File: src/rtl/hist_eq_pkg.sv
// hist_eq_pkg: shared definitions for the histogram-equalisation divider.
//   state_e    - sequencer state encoding
//   levels()   - top grey level for a given output width (2^q_w - 1)
//   num_w()    - width of the scaled numerator (cdf - cdf_min) * LEVELS
package hist_eq_pkg;

  typedef enum logic [2:0] {
    S_IDLE    = 3'd0,
    S_RD_ADDR = 3'd1,
    S_CAPTURE = 3'd2,
    S_DIVIDE  = 3'd3,
    S_WRITE   = 3'd4,
    S_DONE    = 3'd5
  } state_e;

  function automatic int levels(input int q_w);
    return (1 << q_w) - 1;
  endfunction

  function automatic int num_w(input int data_w, input int q_w);
    return data_w + q_w;
  endfunction

endpackage

File: src/rtl/hist_eq_divider_lane.sv
// div_lane: one lane of the equaliser divider.
// Computes floor((cdf - cdf_min) * LEVELS / (cdf_total - cdf_min)) over Q_W
// cycles, one quotient bit per step, MSB first, with the range clamps applied
// at load time.
//   clk, reset   - clock, synchronous active-high reset
//   load_i       - capture cdf/cdf_min/cdf_total and set up the division
//   step_i       - produce one quotient bit
//   cdf_i        - this lane's CDF value
//   cdf_min_i    - minimum non-zero CDF
//   cdf_total_i  - total pixel count
//   quo_o        - equalised grey level (valid after Q_W steps)
module div_lane
  import hist_eq_pkg::*;
#(
  parameter int DATA_W = 32,
  parameter int Q_W    = 8
) (
  input  logic              clk,
  input  logic              reset,
  input  logic              load_i,
  input  logic              step_i,
  input  logic [DATA_W-1:0] cdf_i,
  input  logic [DATA_W-1:0] cdf_min_i,
  input  logic [DATA_W-1:0] cdf_total_i,
  output logic [Q_W-1:0]    quo_o
);

  localparam int             NW   = num_w(DATA_W, Q_W);
  localparam logic [NW-1:0]  LV_N = NW'(levels(Q_W));
  localparam logic [Q_W-1:0] LV_Q = Q_W'(levels(Q_W));

  logic [DATA_W-1:0] diff, den;
  logic [NW-1:0]     num_ld, dsh_ld;
  logic              zero_ld, sat_ld;

  logic [NW-1:0]  rem_q, rem_d;
  logic [NW-1:0]  dsh_q;
  logic [Q_W-1:0] quo_q, quo_d;
  logic           zero_q, sat_q;
  logic           ge;

  assign diff    = cdf_i - cdf_min_i;
  assign den     = cdf_total_i - cdf_min_i;
  assign num_ld  = NW'(diff) * LV_N;
  // Divisor pre-aligned to the first quotient bit; it slides right one place
  // per step, so no variable shifter is needed.
  assign dsh_ld  = NW'(den) << (Q_W - 1);
  // Degenerate range or below-minimum bins map to 0, and that wins over the
  // saturation clamp (covers cdf_total <= cdf_min with cdf >= cdf_total).
  assign zero_ld = (cdf_total_i <= cdf_min_i) || (cdf_i < cdf_min_i);
  assign sat_ld  = (cdf_i >= cdf_total_i);

  // Restoring step: subtract only when the trial result stays non-negative.
  always_comb begin
    ge    = (rem_q >= dsh_q);
    rem_d = ge ? (rem_q - dsh_q) : rem_q;
    quo_d = (quo_q << 1) | Q_W'(ge);
  end

  always_ff @(posedge clk) begin
    if (reset) begin
      rem_q  <= '0;
      dsh_q  <= '0;
      quo_q  <= '0;
      zero_q <= 1'b0;
      sat_q  <= 1'b0;
    end else if (load_i) begin
      rem_q  <= num_ld;
      dsh_q  <= dsh_ld;
      quo_q  <= '0;
      zero_q <= zero_ld;
      sat_q  <= sat_ld;
    end else if (step_i && !zero_q && !sat_q) begin
      rem_q <= rem_d;
      dsh_q <= dsh_q >> 1;
      quo_q <= quo_d;
    end
  end

  // In-range bins have cdf < cdf_total, so the quotient is always < LEVELS.
  assign quo_o = zero_q ? '0 : (sat_q ? LV_Q : quo_q);

endmodule

File: src/rtl/hist_eq_divider.sv
// hist_eq_divider: maps a CDF held in scratch memory to equalised grey levels.
// For each of NUM_WORDS words: read the word, capture it, divide all LANES
// lanes in parallel over Q_W cycles, write the results back to the same
// address. Per word: RD_ADDR, CAPTURE, Q_W x DIVIDE, WRITE.
//   clk, reset          - clock, synchronous active-high reset
//   enable              - run request (level; sampled in IDLE and DONE only)
//   cdf_min, cdf_total  - equalisation range, captured per word
//   div_sc_mem_rd_*     - read port (data one cycle after address)
//   div_sc_mem_wt_*     - write port, one strobe per word
//   div_sc_mem_rd_done  - last word read, held until IDLE
//   div_sc_mem_wt_done  - last word written, held until IDLE
//   busy                - run in progress
module hist_eq_divider
  import hist_eq_pkg::*;
#(
  parameter int LANES     = 4,
  parameter int DATA_W    = 32,
  parameter int ADDR_W    = 16,
  parameter int NUM_WORDS = 64,
  parameter int Q_W       = 8
) (
  input  logic                    clk,
  input  logic                    reset,
  input  logic                    enable,
  input  logic [DATA_W-1:0]       cdf_min,
  input  logic [DATA_W-1:0]       cdf_total,
  output logic [ADDR_W-1:0]       div_sc_mem_rd_addr,
  input  logic [LANES*DATA_W-1:0] div_sc_mem_rd_data,
  output logic [ADDR_W-1:0]       div_sc_mem_wt_addr,
  output logic [LANES*DATA_W-1:0] div_sc_mem_wt_data,
  output logic                    div_sc_mem_wt_en,
  output logic                    div_sc_mem_rd_done,
  output logic                    div_sc_mem_wt_done,
  output logic                    busy
);

  localparam int              STEP_W = $clog2(Q_W + 1);
  localparam logic [ADDR_W-1:0] LAST = ADDR_W'(NUM_WORDS - 1);
  localparam logic [STEP_W-1:0] STEP_LAST = STEP_W'(Q_W - 1);

  state_e              state_q, state_d;
  logic [ADDR_W-1:0]   cnt_q, cnt_d;
  logic [STEP_W-1:0]   step_q, step_d;
  logic                rd_done_q, rd_done_d;
  logic                wt_done_q, wt_done_d;
  logic                last_word;

  logic [LANES-1:0][Q_W-1:0] quo;

  assign last_word = (cnt_q == LAST);

  always_ff @(posedge clk) begin
    if (reset) begin
      state_q   <= S_IDLE;
      cnt_q     <= '0;
      step_q    <= '0;
      rd_done_q <= 1'b0;
      wt_done_q <= 1'b0;
    end else begin
      state_q   <= state_d;
      cnt_q     <= cnt_d;
      step_q    <= step_d;
      rd_done_q <= rd_done_d;
      wt_done_q <= wt_done_d;
    end
  end

  always_comb begin
    state_d   = state_q;
    cnt_d     = cnt_q;
    step_d    = step_q;
    rd_done_d = rd_done_q;
    wt_done_d = wt_done_q;
    unique case (state_q)
      S_IDLE: begin
        cnt_d     = '0;
        rd_done_d = 1'b0;
        wt_done_d = 1'b0;
        if (enable) state_d = S_RD_ADDR;
      end
      S_RD_ADDR: state_d = S_CAPTURE;
      S_CAPTURE: begin
        step_d  = '0;
        state_d = S_DIVIDE;
        if (last_word) rd_done_d = 1'b1;
      end
      S_DIVIDE: begin
        step_d = step_q + 1'b1;
        if (step_q == STEP_LAST) state_d = S_WRITE;
      end
      S_WRITE: begin
        if (last_word) begin
          state_d   = S_DONE;
          wt_done_d = 1'b1;
        end else begin
          cnt_d   = cnt_q + 1'b1;
          state_d = S_RD_ADDR;
        end
      end
      S_DONE: begin
        if (!enable) begin
          state_d   = S_IDLE;
          rd_done_d = 1'b0;
          wt_done_d = 1'b0;
        end
      end
      default: state_d = S_IDLE;
    endcase
  end

  for (genvar i = 0; i < LANES; i++) begin : g_lane
    div_lane #(
      .DATA_W (DATA_W),
      .Q_W    (Q_W)
    ) u_lane (
      .clk         (clk),
      .reset       (reset),
      .load_i      (state_q == S_CAPTURE),
      .step_i      (state_q == S_DIVIDE),
      .cdf_i       (div_sc_mem_rd_data[i*DATA_W +: DATA_W]),
      .cdf_min_i   (cdf_min),
      .cdf_total_i (cdf_total),
      .quo_o       (quo[i])
    );
    assign div_sc_mem_wt_data[i*DATA_W +: DATA_W] =
      (state_q == S_WRITE) ? DATA_W'(quo[i]) : '0;
  end

  assign busy               = (state_q != S_IDLE) && (state_q != S_DONE);
  assign div_sc_mem_rd_addr = (state_q == S_RD_ADDR) ? cnt_q : '0;
  assign div_sc_mem_wt_addr = (state_q == S_WRITE) ? cnt_q : '0;
  // A reset arriving during WRITE suppresses that word's strobe.
  assign div_sc_mem_wt_en   = (state_q == S_WRITE) && !reset;
  // rd_done rises during the last CAPTURE, then the flag holds it.
  assign div_sc_mem_rd_done = rd_done_q || ((state_q == S_CAPTURE) && last_word);
  assign div_sc_mem_wt_done = wt_done_q;

endmodule

File: config.mk
export PLATFORM = sky130hd
export DESIGN_NAME = hist_eq_divider
export DESIGN_NICKNAME = d
export VERILOG_FILES = /design/src/rtl/hist_eq_pkg.sv /design/src/rtl/hist_eq_divider_lane.sv /design/src/rtl/hist_eq_divider.sv
export SDC_FILE = /design/constraint.sdc
export NUM_CORES = 2
export LEC_CHECK = 0
export BUFFER_PORTS_ARGS = -buffer_cell sky130_fd_sc_hd__buf_2
export CAP_MARGIN = 25
export CORE_AREA = 2 2 218 435
export CTS_BUF_LIST = sky130_fd_sc_hd__clkbuf_4 sky130_fd_sc_hd__clkbuf_8
export DETAILED_ROUTE_END_ITERATION = 8
export DIE_AREA = 0 0 220 437
export HOLD_SLACK_MARGIN = 0.12
export PLACE_DENSITY_LB_ADDON = 0.2
export SLEW_MARGIN = 20
export SYNTH_ARGS = -nofsm -noshare
export SYNTH_HDL_FRONTEND = slang
export SYNTH_SLANG_ARGS = --single-unit
File: constraint.sdc
create_clock -name clk -period 21 [get_ports clk]
set_clock_uncertainty 0.1 [all_clocks]
set_input_delay 1.05 -clock clk [delete_from_list [all_inputs] [get_ports clk]]
set_output_delay 1.05 -clock clk [all_outputs]
set_load 0.02 [all_outputs]
==> results.txt <==
----------------------------------------------------
[Run status]
  Outcome ... finished clean

[Drt]
  Via count normalized by instance count ... ~6.2
  Antenna Nets Post-Route ... 0
  Total via count in the routed design ... 55.1k
  Wirelength per Cell ... between 20 and 25 um
  Total wire length ... 200,000 um
  Drt first pass iters ... 6
  Residual DRC count ... 0
  First-iteration detailed-routing DRC count ... 3,845

[Worst setup path]
  Worst-case reg-to-reg path depth ... 13
  Cell with the biggest individual delay on the critical path ... xor2_1
  Required time at the worst-slack endpoint ... ~22,000 ps
  Reg2reg end ... g_lane[3].u_lane.rem_q[32]
  Type of the setup path with the least slack ... input pin to flip-flop
  Flop-to-flop setup slack ... 15,900 ps
  Category of the worst setup path launch point ... input pin
  Crit. End Element ... flip-flop
  Largest delay share family, worst path ... compound AO/OA/AOI/OAI gates
  Cell mode on critical path ... fa_1
  Worst path max stage delay ... 620 ps
  CP arrival ... roughly 9500 ps
  Largest driver fanout on the critical path ... 9
  Start of the worst register-to-register path ... g_lane[3].u_lane.dsh_q[27]
  CP Buf/Inv Count ... 5

[Synth]
  Top cells by area, synth ... fa_1 17%, ha_1 16%, dfxtp_1 13%, inv_1 7.3%, a21oi_1 5.5%
  Mapped cell area ... approximately 0.06 mm^2
  EDFF count, synth ... 0
  Predominant post-synthesis flop cell ... dfxtp_1
  Share of Yosys cell area claimed by the top area cell type ... between 10% and 20%
  Post-synthesis average cell area ... 8.03 um^2
  Cell count after synthesis ... ~7.5k
  Distinct cell type count of the synthesized netlist ... 101
  Post-synth ARST share ... 0%
  Yosys reg bits ... 381
  Count of warnings emitted by yosys ... 0
  Seq/Total Area, Yosys ... 12.7%
  Library cell occupying the most area in the post-synthesis netlist ... fa_1

[Finish]
  Final layout net count ... 9,105
  Fraction of layout cells with a size suffix above 1 ... 7.09%
  Area delta synth->final ... 6.15%

[Place]
  Final weighted congestion in routability-driven placement ... 1.09
  Half-perimeter wire length after detailed placement ... 166,000 um
  Count of buffers inserted at the top-level ports ... 262

[Min path]
  Kind of path behind the tightest hold check ... flip-flop to flip-flop
  Worst hold stages ... 2
  Hold_sp ... g_lane[3].u_lane.quo_q[7]
  End point of the most critical hold path ... g_lane[3].u_lane.quo_q[7]

[Clocking]
  Number of buffers created by CTS ... 60
  Clock Latency Late Sink ... 760 ps
  Maximum level of the CTS H-tree ... 2
  Setup repair bufs after CTS ... 0
  Root buffer cell ... clkbuf_8
  CTS Buffer Depth ... 3
  Register clock-pin slew on the reported worst setup and hold paths ... approximately 70 ps
  Hold_buf cts ... 0
  Clock Sink Count ... 381
  CTS tree ... built
  Resize count post-CTS ... 0

[Die]
  I/O pin total ... 359
  Starting density of the core ... 64.9%
  Core Region ... 0.0925 mm^2
  Die area ... 0.0961 mm^2
  Die width ... 220 um
  Row cnt ... 158
  Chip Height ... 437 um

[Timing]
  RSZ-0062 raised after global routing ... false
  Endpoints failing setup ... 0
  Share of the clock period used by the worst path after layout ... 42.3%
  Max Clk Rate ... 112 MHz
  Normalized max-slew margin ... 26.0%
  Endpoints failing hold ... 0
  Max-slew violation total from the final report ... 0
  Post-layout min period ... 8890 ps
  Transition time of the tightest slew-check pin ... 1100 ps
  Total Negative Setup Slacks ... 0 ps

[GRT]
  Most heavily used metal layer in global routing ... met2
  Routing usage on met2 ... 72.1%
  Met3 Track Usage GR ... 7.49%
  GR Layer Usage met1 ... 42.9%
  First-pass GRT wire length ... 307,000 um
  Pin count of the biggest net entering global routing ... 150
  Total congestion overflow after global routing ... 0
  Initial antenna violation count ... 20
  Overall track demand over capacity in global routing ... roughly two fifths
  Vias in the first global route ... 55.8k

[Job]
  Maxcap violations ... 0

----------------------------------------------------
## layer usage
layer  routed length, um  vias up  part of all wire (%)
met3               14000      861                   7.0
li1                    -    25700                     -
met2               96800     2258                    48
met4               20800       14                    10
met5                 124        -                 0.062
met1               68400    26278                    34
## registers in the layout, summed over array words and instances (netlist names)
signal and cells:
g_lane.u_lane.sat_q 4, g_lane.u_lane.zero_q 4, div_sc_mem_wt_done 1, g_lane.u_lane.dsh_q 156, cnt_q 16, step_q 4
state_q 3, g_lane.u_lane.rem_q 160, rd_done_q 1, g_lane.u_lane.quo_q 32
## tightest hold or removal path, delay by kind of cell, from the launching register on
kind	cells	cell delay (ps)
flops	1	310
compound gates	1	50
simple gates	1	50
## area by class of cell
cell class	instances	area, um^2
tap	1200	1500
inverter	1177	4420
antenna	12	30.0
clock buffer	86	1130
sequential	381	7630
clock inverter	26	287
fill	8040	28800
multi-input combinational	5686	46900
timing repair buffer	333	1880
## synthesized netlist by cell type, types with 19 or more instances
master,instances
a211o_1,19
a211oi_1,122
a21o_1,321
a21oi_1,665
a221oi_1,31
a31oi_1,85
and2_1,41
and3_1,71
buf_1,24
buf_4,96
clkbuf_1,196
dfxtp_1,381
fa_1,513
ha_1,758
inv_1,1175
maj3_1,24
mux2i_1,48
nand2_1,548
nand2b_1,77
nand3_1,109
nand4_1,85
nor2_1,385
nor2b_1,80
nor3_1,104
o211ai_1,50
o21a_1,97
o21ai_0,341
o21ai_1,25
o21bai_1,60
o22ai_1,27
o31ai_1,33
or2_2,20
or3_1,31
xnor2_1,292
xor2_1,231
## worst max-delay path by stage
| stage | to | start | cells after the start | slack, ps |
|---|---|---|---|---|
| 2_1_floorplan | g_lane[0].u_lane.rem_q[37] | cdf_min[1] | 32 | 12490 |
| 3_3_place_gp | g_lane[0].u_lane.rem_q[37] | cdf_min[1] | 32 | 11540 |
| 3_5_place_dp | g_lane[0].u_lane.rem_q[37] | cdf_min[1] | 32 | 11480 |
| 4_1_cts | g_lane[0].u_lane.rem_q[37] | cdf_min[1] | 32 | 12250 |
| 5_1_grt | g_lane[0].u_lane.rem_q[37] | cdf_min[1] | 32 | 11600 |
| 6_report | g_lane[0].u_lane.rem_q[37] | cdf_min[1] | 32 | 12110 |
## stage by stage
stage | utilization, % | setup slack [ps] | area (um^2) | hold WS, ps | instances
after floorplan | - | 12490 | 60400 | 336 | 7571
after global placement | 67.1 | 11540 | 62100 | 342 | 8758
after detailed placement | 67.2 | 11480 | 62200 | 351 | 8765
after CTS | 68.7 | 12250 | 63600 | 360 | 8877
after global routing | 68.9 | 11600 | 63700 | 382 | 8896
final | 68.9 | 12110 | 63700 | 359 | 8901
## kinds of logic after synthesis
| group | share of synthesized area, % |
|---|---|
| flip-flops | 12.7 |
| adder cells (fa/ha/maj) | 33.3 |
| AND/OR/NAND/NOR | 12.7 |
| multiplexers | 0.838 |
| AO/OA/AOI/OAI | 22.5 |
| buffers and inverters | 10.0 |
| other | 0.00625 |
| XOR/XNOR | 7.95 |
## placed cells by master (no fill, tap or decap), types with 17 or more instances in the layout
cell type	netlist	layout
or2_2	20	20
a21o_1	321	320
buf_2	11	264
nand2_1	548	546
o22ai_1	27	27
nor2_1	385	383
a221oi_1	31	31
and3_1	71	71
conb_1	1	96
nand4_1	85	85
o31ai_1	33	32
inv_1	1175	1175
a211o_1	19	19
ha_1	758	758
nor3_1	104	100
clkbuf_8	0	77
nor2b_1	80	80
o21ai_0	341	337
nand2b_1	77	77
and4_1	17	17
o211ai_1	50	50
a31oi_1	85	85
fa_1	513	513
or3_1	31	31
o21ai_1	25	29
dfxtp_1	381	381
a21oi_1	665	665
and2_1	41	41
buf_4	96	63
o21a_1	97	97
maj3_1	24	24
o221ai_1	17	17
nand3_1	109	109
xor2_1	231	229
mux2i_1	48	48
xnor2_1	292	289
a211oi_1	122	122
o21bai_1	60	60
Power is left out: the tool's default activity adds up to more than one toggle a clock period on the data nets, which glitch-free logic cannot reach.
